## src/rtl/pipeline_ctrl_pkg.sv

```systemverilog
// Shared encodings for the pipeline hazard/sequencing controller:
// FSM states, PC mux selects and operand-forwarding selects.
package pipeline_ctrl_pkg;

    localparam int CNT_W = 4;

    typedef enum logic [1:0] {
        ST_RUN      = 2'd0,
        ST_MDU_WAIT = 2'd1,
        ST_TRAP     = 2'd2
    } state_e;

    localparam logic [1:0] PC_SEL_PC4    = 2'd0;
    localparam logic [1:0] PC_SEL_BRANCH = 2'd1;
    localparam logic [1:0] PC_SEL_TRAP   = 2'd2;
    localparam logic [1:0] PC_SEL_MEPC   = 2'd3;

    localparam logic [1:0] FWD_RF  = 2'd0;
    localparam logic [1:0] FWD_MEM = 2'd1;
    localparam logic [1:0] FWD_WB  = 2'd2;

endpackage

```

## src/rtl/hazard_ctrl_if.sv

```systemverilog
// Bundle between the pipeline datapath (master) and hazard_ctrl (slave).
// No handshakes here: every control output is a same-cycle combinational decision.
interface hazard_ctrl_if;
    import pipeline_ctrl_pkg::*;

    logic [4:0] i_rs1_d, i_rs2_d;
    logic [4:0] i_rs1_e, i_rs2_e, i_rd_e;
    logic [4:0] i_rd_m, i_rd_w;
    logic       i_mem_read_e;
    logic       i_reg_write_m, i_reg_write_w;
    logic       i_branch_taken_e;
    logic       i_mdu_start_e, i_mdu_done;
    logic       i_exception_m, i_mret_m;

    logic       o_stall_f;
    logic       o_if_id_stall, o_if_id_flush;
    logic       o_id_ex_stall, o_id_ex_flush;
    logic       o_ex_mem_flush;
    logic [1:0] o_fwd_a_e, o_fwd_b_e;
    logic [1:0] o_pc_sel;
    logic       o_trap_pending;
    state_e     o_state;

    modport master (
        output i_rs1_d, i_rs2_d, i_rs1_e, i_rs2_e, i_rd_e, i_rd_m, i_rd_w,
               i_mem_read_e, i_reg_write_m, i_reg_write_w, i_branch_taken_e,
               i_mdu_start_e, i_mdu_done, i_exception_m, i_mret_m,
        input  o_stall_f, o_if_id_stall, o_if_id_flush, o_id_ex_stall,
               o_id_ex_flush, o_ex_mem_flush, o_fwd_a_e, o_fwd_b_e,
               o_pc_sel, o_trap_pending, o_state
    );

    modport slave (
        input  i_rs1_d, i_rs2_d, i_rs1_e, i_rs2_e, i_rd_e, i_rd_m, i_rd_w,
               i_mem_read_e, i_reg_write_m, i_reg_write_w, i_branch_taken_e,
               i_mdu_start_e, i_mdu_done, i_exception_m, i_mret_m,
        output o_stall_f, o_if_id_stall, o_if_id_flush, o_id_ex_stall,
               o_id_ex_flush, o_ex_mem_flush, o_fwd_a_e, o_fwd_b_e,
               o_pc_sel, o_trap_pending, o_state
    );

endinterface

```

## src/rtl/forwarding_unit.sv

```systemverilog
// Operand bypass select for one Execute source: Memory result beats Writeback,
// and x0 is never forwarded.
module forwarding_unit
    import pipeline_ctrl_pkg::*;
(
    input  logic [4:0] rs,
    input  logic [4:0] rd_m,
    input  logic [4:0] rd_w,
    input  logic       reg_write_m,
    input  logic       reg_write_w,
    output logic [1:0] fwd
);

    always_comb begin
        fwd = FWD_RF;
        if (reg_write_m && (rd_m != 5'd0) && (rd_m == rs)) begin
            fwd = FWD_MEM;
        end else if (reg_write_w && (rd_w != 5'd0) && (rd_w == rs)) begin
            fwd = FWD_WB;
        end
    end

endmodule

```

## src/rtl/hazard_ctrl.sv

```systemverilog
// Pipeline stall/flush/PC-select controller: FSM for MDU waits and trap drain,
// fixed-priority event resolution, and the two operand forwarding units.
module hazard_ctrl
    import pipeline_ctrl_pkg::*;
#(
    parameter int TRAP_DRAIN = 2
) (
    input  logic         i_clk,
    input  logic         i_rst_n,
    input  logic         i_clk_en,
    hazard_ctrl_if.slave bus
);

    localparam logic [CNT_W-1:0] DRAIN_LOAD = CNT_W'(TRAP_DRAIN - 1);

    state_e             state_q, state_d;
    logic [CNT_W-1:0]   cnt_q, cnt_d;
    logic               load_use;
    logic [1:0]         fwd_a, fwd_b;

    always_ff @(posedge i_clk or negedge i_rst_n) begin
        if (!i_rst_n) begin
            state_q <= ST_RUN;
            cnt_q   <= '0;
        end else if (i_clk_en) begin
            state_q <= state_d;
            cnt_q   <= cnt_d;
        end
    end

    // An exception preempts every state, including an in-progress trap drain.
    always_comb begin
        state_d = state_q;
        cnt_d   = cnt_q;
        if (bus.i_exception_m) begin
            state_d = ST_TRAP;
            cnt_d   = DRAIN_LOAD;
        end else begin
            case (state_q)
                ST_RUN: begin
                    if (bus.i_mdu_start_e && !bus.i_mret_m) state_d = ST_MDU_WAIT;
                end
                ST_MDU_WAIT: begin
                    if (bus.i_mdu_done) state_d = ST_RUN;
                end
                ST_TRAP: begin
                    if (cnt_q == '0) state_d = ST_RUN;
                    else             cnt_d   = cnt_q - 1'b1;
                end
                default: state_d = ST_RUN;
            endcase
        end
    end

    assign load_use = bus.i_mem_read_e && (bus.i_rd_e != 5'd0) &&
                      ((bus.i_rd_e == bus.i_rs1_d) || (bus.i_rd_e == bus.i_rs2_d));

    always_comb begin
        bus.o_stall_f      = 1'b0;
        bus.o_if_id_stall  = 1'b0;
        bus.o_if_id_flush  = 1'b0;
        bus.o_id_ex_stall  = 1'b0;
        bus.o_id_ex_flush  = 1'b0;
        bus.o_ex_mem_flush = 1'b0;
        bus.o_pc_sel       = PC_SEL_PC4;
        if (!i_rst_n) begin
            bus.o_pc_sel = PC_SEL_PC4;
        end else if (bus.i_exception_m) begin
            bus.o_pc_sel       = PC_SEL_TRAP;
            bus.o_if_id_flush  = 1'b1;
            bus.o_id_ex_flush  = 1'b1;
            bus.o_ex_mem_flush = 1'b1;
        end else if (state_q == ST_TRAP) begin
            bus.o_stall_f     = 1'b1;
            bus.o_if_id_flush = 1'b1;
        end else if (bus.i_mret_m && (state_q == ST_RUN)) begin
            bus.o_pc_sel       = PC_SEL_MEPC;
            bus.o_if_id_flush  = 1'b1;
            bus.o_id_ex_flush  = 1'b1;
            bus.o_ex_mem_flush = 1'b1;
        end else if (bus.i_branch_taken_e) begin
            bus.o_pc_sel      = PC_SEL_BRANCH;
            bus.o_if_id_flush = 1'b1;
            bus.o_id_ex_flush = 1'b1;
        end else if ((state_q == ST_MDU_WAIT) && !bus.i_mdu_done) begin
            bus.o_stall_f      = 1'b1;
            bus.o_if_id_stall  = 1'b1;
            bus.o_id_ex_stall  = 1'b1;
            bus.o_ex_mem_flush = 1'b1;
        end else if (load_use) begin
            bus.o_stall_f     = 1'b1;
            bus.o_if_id_stall = 1'b1;
            bus.o_id_ex_flush = 1'b1;
        end
    end

    forwarding_unit u_fwd_a (
        .rs          (bus.i_rs1_e),
        .rd_m        (bus.i_rd_m),
        .rd_w        (bus.i_rd_w),
        .reg_write_m (bus.i_reg_write_m),
        .reg_write_w (bus.i_reg_write_w),
        .fwd         (fwd_a)
    );

    forwarding_unit u_fwd_b (
        .rs          (bus.i_rs2_e),
        .rd_m        (bus.i_rd_m),
        .rd_w        (bus.i_rd_w),
        .reg_write_m (bus.i_reg_write_m),
        .reg_write_w (bus.i_reg_write_w),
        .fwd         (fwd_b)
    );

    assign bus.o_fwd_a_e      = i_rst_n ? fwd_a : FWD_RF;
    assign bus.o_fwd_b_e      = i_rst_n ? fwd_b : FWD_RF;
    assign bus.o_trap_pending = i_rst_n && (state_q == ST_TRAP);
    assign bus.o_state        = state_q;

endmodule

```

## src/flat_wrapper.sv

```systemverilog
// flat-port wrapper written by rule: the top's interface ports become plain ports
module hazard_ctrl_flat import pipeline_ctrl_pkg::*;
#(
    parameter int TRAP_DRAIN = 2
)
  (i_clk, i_rst_n, i_clk_en, bus_i_rs1_d, bus_i_rs2_d, bus_i_rs1_e, bus_i_rs2_e, bus_i_rd_e, bus_i_rd_m, bus_i_rd_w, bus_i_mem_read_e, bus_i_reg_write_m, bus_i_reg_write_w, bus_i_branch_taken_e, bus_i_mdu_start_e, bus_i_mdu_done, bus_i_exception_m, bus_i_mret_m, bus_o_stall_f, bus_o_if_id_stall, bus_o_if_id_flush, bus_o_id_ex_stall, bus_o_id_ex_flush, bus_o_ex_mem_flush, bus_o_fwd_a_e, bus_o_fwd_b_e, bus_o_pc_sel, bus_o_trap_pending, bus_o_state);
  hazard_ctrl_if bus_i ();
  input  logic i_clk;
  input  logic i_rst_n;
  input  logic i_clk_en;
  input wire logic [$bits(bus_i.i_rs1_d)-1:0] bus_i_rs1_d;
  input wire logic [$bits(bus_i.i_rs2_d)-1:0] bus_i_rs2_d;
  input wire logic [$bits(bus_i.i_rs1_e)-1:0] bus_i_rs1_e;
  input wire logic [$bits(bus_i.i_rs2_e)-1:0] bus_i_rs2_e;
  input wire logic [$bits(bus_i.i_rd_e)-1:0] bus_i_rd_e;
  input wire logic [$bits(bus_i.i_rd_m)-1:0] bus_i_rd_m;
  input wire logic [$bits(bus_i.i_rd_w)-1:0] bus_i_rd_w;
  input wire logic [$bits(bus_i.i_mem_read_e)-1:0] bus_i_mem_read_e;
  input wire logic [$bits(bus_i.i_reg_write_m)-1:0] bus_i_reg_write_m;
  input wire logic [$bits(bus_i.i_reg_write_w)-1:0] bus_i_reg_write_w;
  input wire logic [$bits(bus_i.i_branch_taken_e)-1:0] bus_i_branch_taken_e;
  input wire logic [$bits(bus_i.i_mdu_start_e)-1:0] bus_i_mdu_start_e;
  input wire logic [$bits(bus_i.i_mdu_done)-1:0] bus_i_mdu_done;
  input wire logic [$bits(bus_i.i_exception_m)-1:0] bus_i_exception_m;
  input wire logic [$bits(bus_i.i_mret_m)-1:0] bus_i_mret_m;
  output wire logic [$bits(bus_i.o_stall_f)-1:0] bus_o_stall_f;
  output wire logic [$bits(bus_i.o_if_id_stall)-1:0] bus_o_if_id_stall;
  output wire logic [$bits(bus_i.o_if_id_flush)-1:0] bus_o_if_id_flush;
  output wire logic [$bits(bus_i.o_id_ex_stall)-1:0] bus_o_id_ex_stall;
  output wire logic [$bits(bus_i.o_id_ex_flush)-1:0] bus_o_id_ex_flush;
  output wire logic [$bits(bus_i.o_ex_mem_flush)-1:0] bus_o_ex_mem_flush;
  output wire logic [$bits(bus_i.o_fwd_a_e)-1:0] bus_o_fwd_a_e;
  output wire logic [$bits(bus_i.o_fwd_b_e)-1:0] bus_o_fwd_b_e;
  output wire logic [$bits(bus_i.o_pc_sel)-1:0] bus_o_pc_sel;
  output wire logic [$bits(bus_i.o_trap_pending)-1:0] bus_o_trap_pending;
  output wire logic [$bits(bus_i.o_state)-1:0] bus_o_state;
  assign bus_i.i_rs1_d = bus_i_rs1_d;
  assign bus_i.i_rs2_d = bus_i_rs2_d;
  assign bus_i.i_rs1_e = bus_i_rs1_e;
  assign bus_i.i_rs2_e = bus_i_rs2_e;
  assign bus_i.i_rd_e = bus_i_rd_e;
  assign bus_i.i_rd_m = bus_i_rd_m;
  assign bus_i.i_rd_w = bus_i_rd_w;
  assign bus_i.i_mem_read_e = bus_i_mem_read_e;
  assign bus_i.i_reg_write_m = bus_i_reg_write_m;
  assign bus_i.i_reg_write_w = bus_i_reg_write_w;
  assign bus_i.i_branch_taken_e = bus_i_branch_taken_e;
  assign bus_i.i_mdu_start_e = bus_i_mdu_start_e;
  assign bus_i.i_mdu_done = bus_i_mdu_done;
  assign bus_i.i_exception_m = bus_i_exception_m;
  assign bus_i.i_mret_m = bus_i_mret_m;
  assign bus_o_stall_f = bus_i.o_stall_f;
  assign bus_o_if_id_stall = bus_i.o_if_id_stall;
  assign bus_o_if_id_flush = bus_i.o_if_id_flush;
  assign bus_o_id_ex_stall = bus_i.o_id_ex_stall;
  assign bus_o_id_ex_flush = bus_i.o_id_ex_flush;
  assign bus_o_ex_mem_flush = bus_i.o_ex_mem_flush;
  assign bus_o_fwd_a_e = bus_i.o_fwd_a_e;
  assign bus_o_fwd_b_e = bus_i.o_fwd_b_e;
  assign bus_o_pc_sel = bus_i.o_pc_sel;
  assign bus_o_trap_pending = bus_i.o_trap_pending;
  assign bus_o_state = bus_i.o_state;
  hazard_ctrl #(.TRAP_DRAIN(TRAP_DRAIN)) u_core (.i_clk(i_clk), .i_rst_n(i_rst_n), .i_clk_en(i_clk_en), .bus(bus_i));
endmodule
```

## config.mk

```make
export PLATFORM = sky130hd
export DESIGN_NAME = hazard_ctrl_flat
export DESIGN_NICKNAME = d
export VERILOG_FILES = /design/src/rtl/pipeline_ctrl_pkg.sv /design/src/rtl/hazard_ctrl_if.sv /design/src/rtl/forwarding_unit.sv /design/src/rtl/hazard_ctrl.sv /design/src/flat_wrapper.sv
export SDC_FILE = /design/constraint.sdc
export NUM_CORES = 1
export LEC_CHECK = 0
export ABC_AREA = 1
export CORE_ASPECT_RATIO = 1.4
export CORE_UTILIZATION = 36
export CTS_CLUSTER_DIAMETER = 40
export DETAILED_ROUTE_END_ITERATION = 7
export PLACE_DENSITY = 0.78
export SLEW_MARGIN = 20
export SYNTH_ARGS = -nofsm -noshare
export SYNTH_HDL_FRONTEND = slang
export SYNTH_HIERARCHICAL = 1
export SYNTH_SLANG_ARGS = --single-unit
```

## constraint.sdc

```tcl
create_clock -name i_clk -period 1.15 [get_ports i_clk]
set_input_delay 0.115 -clock i_clk [delete_from_list [all_inputs] [get_ports i_clk]]
set_output_delay 0.115 -clock i_clk [all_outputs]
set_load 0.01 [all_outputs]
```

# After elaboration in Yosys (flattened, before gate mapping)
# Cells that the tools add are included.
totals:
  in_bits: 46
  reg_bits: 6
  elab_cells: 88
op_classes:
  eq_ne: 12
  n_addsub: 1
  n_mux: 50
  reduce_logical: 23
ops:
  columns: ["operator", "n"]
  rows:
  - ["$mux W1", 32]
  - ["$eq A5 B5 Y1", 6]
  - ["$mux W2", 14]
  - ["$reduce_bool A5 Y1", 3]
  - ["$logic_and A1 B1 Y1", 12]
  - ["$mux W4", 3]
  - ["$ne A3 B2 Y1 const B", 2]
  - ["$pmux W2 S3", 1]
  - ["$logic_not A4 Y1", 1]
  - ["$reduce_and A4 Y1", 1]
  - ["$sub A4 B1 Y4 const B", 1]
  - ["$ne A3 B3 Y1 const B", 1]
  - ["$reduce_and A3 Y1", 1]
  - ["$eq A2 B1 Y1 const B", 1]
  - ["$eq A2 B2 Y1 const B", 1]
  - ["$logic_not A1 Y1", 2]
  - ["$logic_not A2 Y1", 1]
  - ["$ne A2 B2 Y1 const B", 1]
  - ["$reduce_bool A2 Y1", 1]
  - ["$logic_or A1 B1 Y1", 1]

# Longest topological paths before layout
# Gate-level depths: netlist of run 1.
depth:
  ltp_word: 10
  mapped_depth: 10
  mapped_depth_nobuf: 10

# Hierarchy
# Netlist of run 1, hierarchy kept.
modules_own_cells:
  columns: ["mod", "area_per_inst_um2", "cells_per_inst", "n_inst", "seq_area_each_um2"]
  rows:
  - ["hazard_ctrl", 698.2, 128, 1, 150.1]
  - ["forwarding_unit", 215.2, 51, 2, 0.0]

# Worst setup path before layout of run 1
# OpenSTA, ideal clock, no wires.
synth_timing:
  path_kind: "register to register"
  from: "register u_core.cnt_q[0]"
  to: "register u_core.cnt_q[3]"
  path_slack_ns: -0.118
  setup_time_ns: 0.123
  t_arrival_ns: 1.145
  path_stages_with_launch: 10
  path_cell_list: "dfrtp_1 inv_1 ha_1 nand3_1 nand2_1 inv_2 o21ai_2 nor2_1 nor2_1 nor3_1"
synth_via:
  elab_chain_len: 4
synth_rtl:
  columns: ["item", "line", "rtl"]
  rows:
  - ["from (decl)", "hazard_ctrl.sv:17", "logic [CNT_W-1:0] cnt_q, cnt_d;"]
  - ["from (signal assigned)", "hazard_ctrl.sv:27", "cnt_q <= cnt_d;"]
  - ["$sub A4 B1 Y4", "hazard_ctrl.sv:48", "else cnt_d = cnt_q - 1'b1;"]
  - ["$mux W4", "hazard_ctrl.sv:47", "if (cnt_q == '0) state_d = ST_RUN;"]
  - ["$mux W4", "hazard_ctrl.sv:39", "case (state_q)"]
  - ["$mux W4", "hazard_ctrl.sv:35", "if (bus.i_exception_m) begin"]
# Several ways; a longest one is shown, not always the timed one. The select of a mux whose other input is x is not followed.
# A chain may end at the register's enable or synchronous reset.

# Final worst setup path of run 1
layout_timing:
  from: "register u_core.state_q[0], in the netlist u_core/bus.o_state[0]"
  to: "output port bus_o_ex_mem_flush"
layout_via:
  elab_chain_len: 8
layout_rtl:
  columns: ["item", "line", "rtl"]
  rows:
  - ["from (decl)", "hazard_ctrl.sv:16", "state_e state_q, state_d;"]
  - ["from (signal assigned)", "hazard_ctrl.sv:26", "state_q <= state_d;"]
  - ["$eq A2 B1 Y1", "hazard_ctrl.sv:85", "end else if ((state_q == ST_MDU_WAIT) && !bus.i_mdu_done) begin"]
  - ["$logic_and A1 B1 Y1", "hazard_ctrl.sv:85", null]
  - ["$mux W1", "hazard_ctrl.sv:85", null]
  - ["$mux W1", "hazard_ctrl.sv:81", "end else if (bus.i_branch_taken_e) begin"]
  - ["$mux W1", "hazard_ctrl.sv:76", "end else if (bus.i_mret_m && (state_q == ST_RUN)) begin"]
  - ["$mux W1 (*)", "hazard_ctrl.sv:73", "end else if (state_q == ST_TRAP) begin"]
  - ["$mux W1 (*)", "hazard_ctrl.sv:68", "end else if (bus.i_exception_m) begin"]
  - ["$mux W1 (*)", "hazard_ctrl.sv:66", "if (!i_rst_n) begin"]
  - ["to (decl)", "flat_wrapper.sv:31", "output wire logic [$bits(bus_i.o_ex_mem_flush)-1:0] bus_o_ex_mem_flush;"]
# Mark *: on every way between the ends. The rest lies on a longest branch, timed or not.

==> summary.md, run 1 <==
| Metric | Value |
|---|---|
| DR DRC count | 0 |
| Synthesized Nets | ~280 |
| IO Pins | 61 |
| Setup CP Type | register to output pin |
| # diodes | 0 |
| H-tree levels | 1 |
| CTS buffer count | 3 |
| Initial antenna violation count | 0 |
| Die width | about 50 um |
| Worst min path class | primary input to asynchronous set/reset pin |
| Clk buf depth | 2 |
| Pwr dens | between 1000 and 1500 mW/mm^2 |
| Slowest stage delay, CP | between 0.4 and 0.5 ns |
| Critical R2R Launch | u_core/bus.o_state[0] |
| Die area | 0.003366 mm^2 |
| Die height | slightly below 70 um |
| Slew Viols, Final | 0 |
| Vias in the first global route | 1390 |
| Max Cap Violations | 0 |
| RSZ-0062 raised after global routing | yes |
| Cell Rows | 23 |
| Vias | about 1600 |
| First-pass DRT Iterations | 4 |
| Initial Util | between 30 and 40% |
| Post-route setup slack | -0.2815 ns |
| Static leakage | between 1 and 1.5 nW |
| Clock skew | 0.003928 ns |
| Synth Instances | between 200 and 250 |
| Yosys cell types | 22 |
| Minimum clock period | roughly 1.4 ns |
| Global Route Usage Sum | between 20% and 30% |
| Clk Latency, worst-skew pair | 0.23 ns |
| Syn Std Cell Area | between 0.001 and 0.0015 mm^2 |
| Tightest Pin Transition | approximately 0.25 ns |
| Synthesis-to-finish area growth | 72.84% |
| CTS sink count | 6 |
| Post-DRT Antenna Nets | 0 |
| Headroom to the max-slew limit | between 80 and 90% |
| Ratio of cells with drive above 1 in the final layout | 35.85% |
| CTS tree | yes |
| CP Data Arrival Time | approximately 1.3 ns |
| Worst setup SP type | register |
| Synth Warn # | 6 |
| Detailed placement HPWL | 2.774 mm |
| Crit. End Element | output pin |
| VDD IR max | between 0.8 and 0.9 mV |
| Sequential element share of the synthesized area | 13.30% |
| Final hold viol count | 0 |
| Req. time, crit path | 1.03 ns |
| Fill count | between 300 and 400 |
| DRT Wirelength | 3.537 mm |
| Number of vias per cell | 4.566 |
| Core box area | ~0.0029 mm^2 |
| Hold_ws | approximately 0.14 ns |
| Nets | approximately 370 |
| Failing checks | setup timing |
| Slowest cell on the critical path | dfrtp_2 |
| Largest net degree at the start of global routing | 7 |
| Setup slack, reg-to-reg | -0.26 ns |
| Hold_buf cts | 0 |
| Initial DRC Count | 41 |
| Mean post-synth cell area | 4.907 um^2 |
| Final Power | between 2 and 2.5 mW |
| Final setup violation count | 15 |
| Grt ovf | 0 |
| Synthesized flop and latch total | 6 |
| Max Clock Freq | between 600 and 700 MHz |
| Reg clk slew, reported paths | around 0.040 ns |
| First-pass GRT wire length | 5.644 mm |
| WL/cell | 9.963 um |
| Run status | complete, but fails checks |
| Critical path startpoint | u_core/bus.o_state[0] |
| CP max FO | 4 |
| IO Port Bufs | 60 |
| Clock root cell | clkbuf_8 |
| RePlAce Congestion | between 0.8 and 0.9 |
| Cell breakdown of the critical path | inv_2 -> nor2_2 -> nand2_2 -> nor2_2 -> inv_2 -> a31oi_1 -> buf_2 |
| Final worst path period share | 124.5% |
-- sequential cells by signal, indices dropped and copies added, names as in the netlist --
name and cells:
u_core/bus.o_state 2, u_core/cnt_q 4
-- logic make-up after synthesis --
group | count (synthesis) | share of synthesized area, %
simple gates | 133 | 48.00
buf+inv | 59 | 19.62
compound gates | 26 | 13.75
flops | 6 | 13.30
xor+xnor | 4 | 3.105
fa+ha+maj | 2 | 2.217
-- cells in the mapped netlist --
master | number | area share (%)
inv_1 | 45 | 15
nand2_1 | 77 | 26
o21ai_0 | 7 | 3.1
nand3_1 | 17 | 7.5
nor3_1 | 3 | 1.3
dfrtp_1 | 6 | 13
a31oi_1 | 2 | 1.1
o21ai_1 | 5 | 2.2
xnor2_1 | 2 | 1.6
inv_2 | 12 | 4.0
o31ai_1 | 1 | 0.67
nor2_2 | 4 | 2.2
a21oi_2 | 3 | 2.3
ha_1 | 2 | 2.2
nor2_1 | 29 | 9.6
nand2_2 | 2 | 1.1
a21oi_1 | 5 | 2.2
o21ai_2 | 1 | 0.78
xor2_1 | 2 | 1.6
clkinv_1 | 2 | 0.67
a21boi_0 | 2 | 1.3
nand4_1 | 1 | 0.55
-- worst paths after layout --
kind,depth (start not counted),to
max,7,bus_o_ex_mem_flush
min,3,u_core/bus.o_state[0]
max reg2reg,9,u_core/bus.o_state[0]
min reg2reg,2,u_core/cnt_q[1]
max in group asynchronous,4,u_core/bus.o_state[1]
min in group i_clk,2,u_core/cnt_q[1]
-- cell type report --
cell class	instances	area (um^2)	share of cell area, %
multi-input combinational	165	837.1	42.91
tap	37	46.29	2.373
clock buffer	3	41.29	2.117
timing repair buffer	85	653.1	33.48
sequential	6	151.4	7.761
inverter	59	221.5	11.35
-- metal layers --
metal | share of wire (%) | wire length (um) | global-route usage (%) | up-vias
met5 | 0 | 0 | 0 | -
met4 | 2.5 | 89 | 10.29 | 0
met3 | 4.2 | 150 | 1.556 | 8
met2 | 54 | 1923 | 42.98 | 54
met1 | 39 | 1374 | 23.35 | 688
li1 | - | - | - | 871
-- through the flow --
stage	cells	area (um^2)	util (%)	setup WS (ns)	TNS (ns)
after CTS	350	1897	64.62	-0.2622	-2.668
after floorplan	230	1136	-	-0.06504	-0.07403
after global placement	341	1888	64.32	-0.8354	-9.483
after global routing	355	1951	66.45	-0.3572	-4.319
final	355	1951	66.45	-0.2815	-2.959
after detailed placement	341	1888	64.32	-0.8503	-9.685
-- what timing repair did --
action	4_1_cts	5_1_grt
buffers inserted	6	5
endpoints found under the setup margin	21	19
pin swaps	22	25
gates resized for setup	156	42
-- layout by cell type (no fill, tap or decap), drive strengths merged --
cell           netlist  routed
a21boi               2       2
a21oi                8       8
a31oi                2       2
buf                  0      53
clkbuf               0       9
clkdlybuf4s15        0       1
clkdlybuf4s50        0       7
clkinv               2       2
dfrtp                6       6
dlygate4sd2          0      18
ha                   2       2
inv                 57      57
nand2               79      79
nand3               17      17
nand4                1       1
nor2                33      33
nor3                 3       3
o21ai               13      13
o31ai                1       1
xnor2                2       2
xor2                 2       2
-- power by group --
group | internal [mW] | leakage (nW) | switching [mW]
registers | 0.307 | 0.0748 | 0.0847
logic | 0.633 | 1.08 | 0.671
clock network | 0.225 | 0.0216 | 0.0961
-- worst max-delay path, delay by kind of cell (launching register included) --
| kind | cells | cell delay, ns |
|---|---|---|
| and+or+nand+nor | 3 | 0.30 |
| AOI/OAI and AO/OA | 1 | 0.11 |
| DFF | 1 | 0.43 |
| buffers and inverters | 3 | 0.26 |
No activity file was read; power rests on OpenSTA's default activity.
==> run 2: changes to the inputs <==
--- a/config.mk
+++ b/config.mk
@@ -8,6 +8,7 @@
 export ABC_AREA = 1
 export CORE_ASPECT_RATIO = 1.4
 export CORE_UTILIZATION = 36
+export CTS_BUF_LIST = sky130_fd_sc_hd__clkbuf_2 sky130_fd_sc_hd__clkbuf_4 sky130_fd_sc_hd__clkbuf_8
 export CTS_CLUSTER_DIAMETER = 40
 export DETAILED_ROUTE_END_ITERATION = 7
 export PLACE_DENSITY = 0.78
==> results of run 2 <==
Final layout, timing and power as in run 1 (identical DEF).
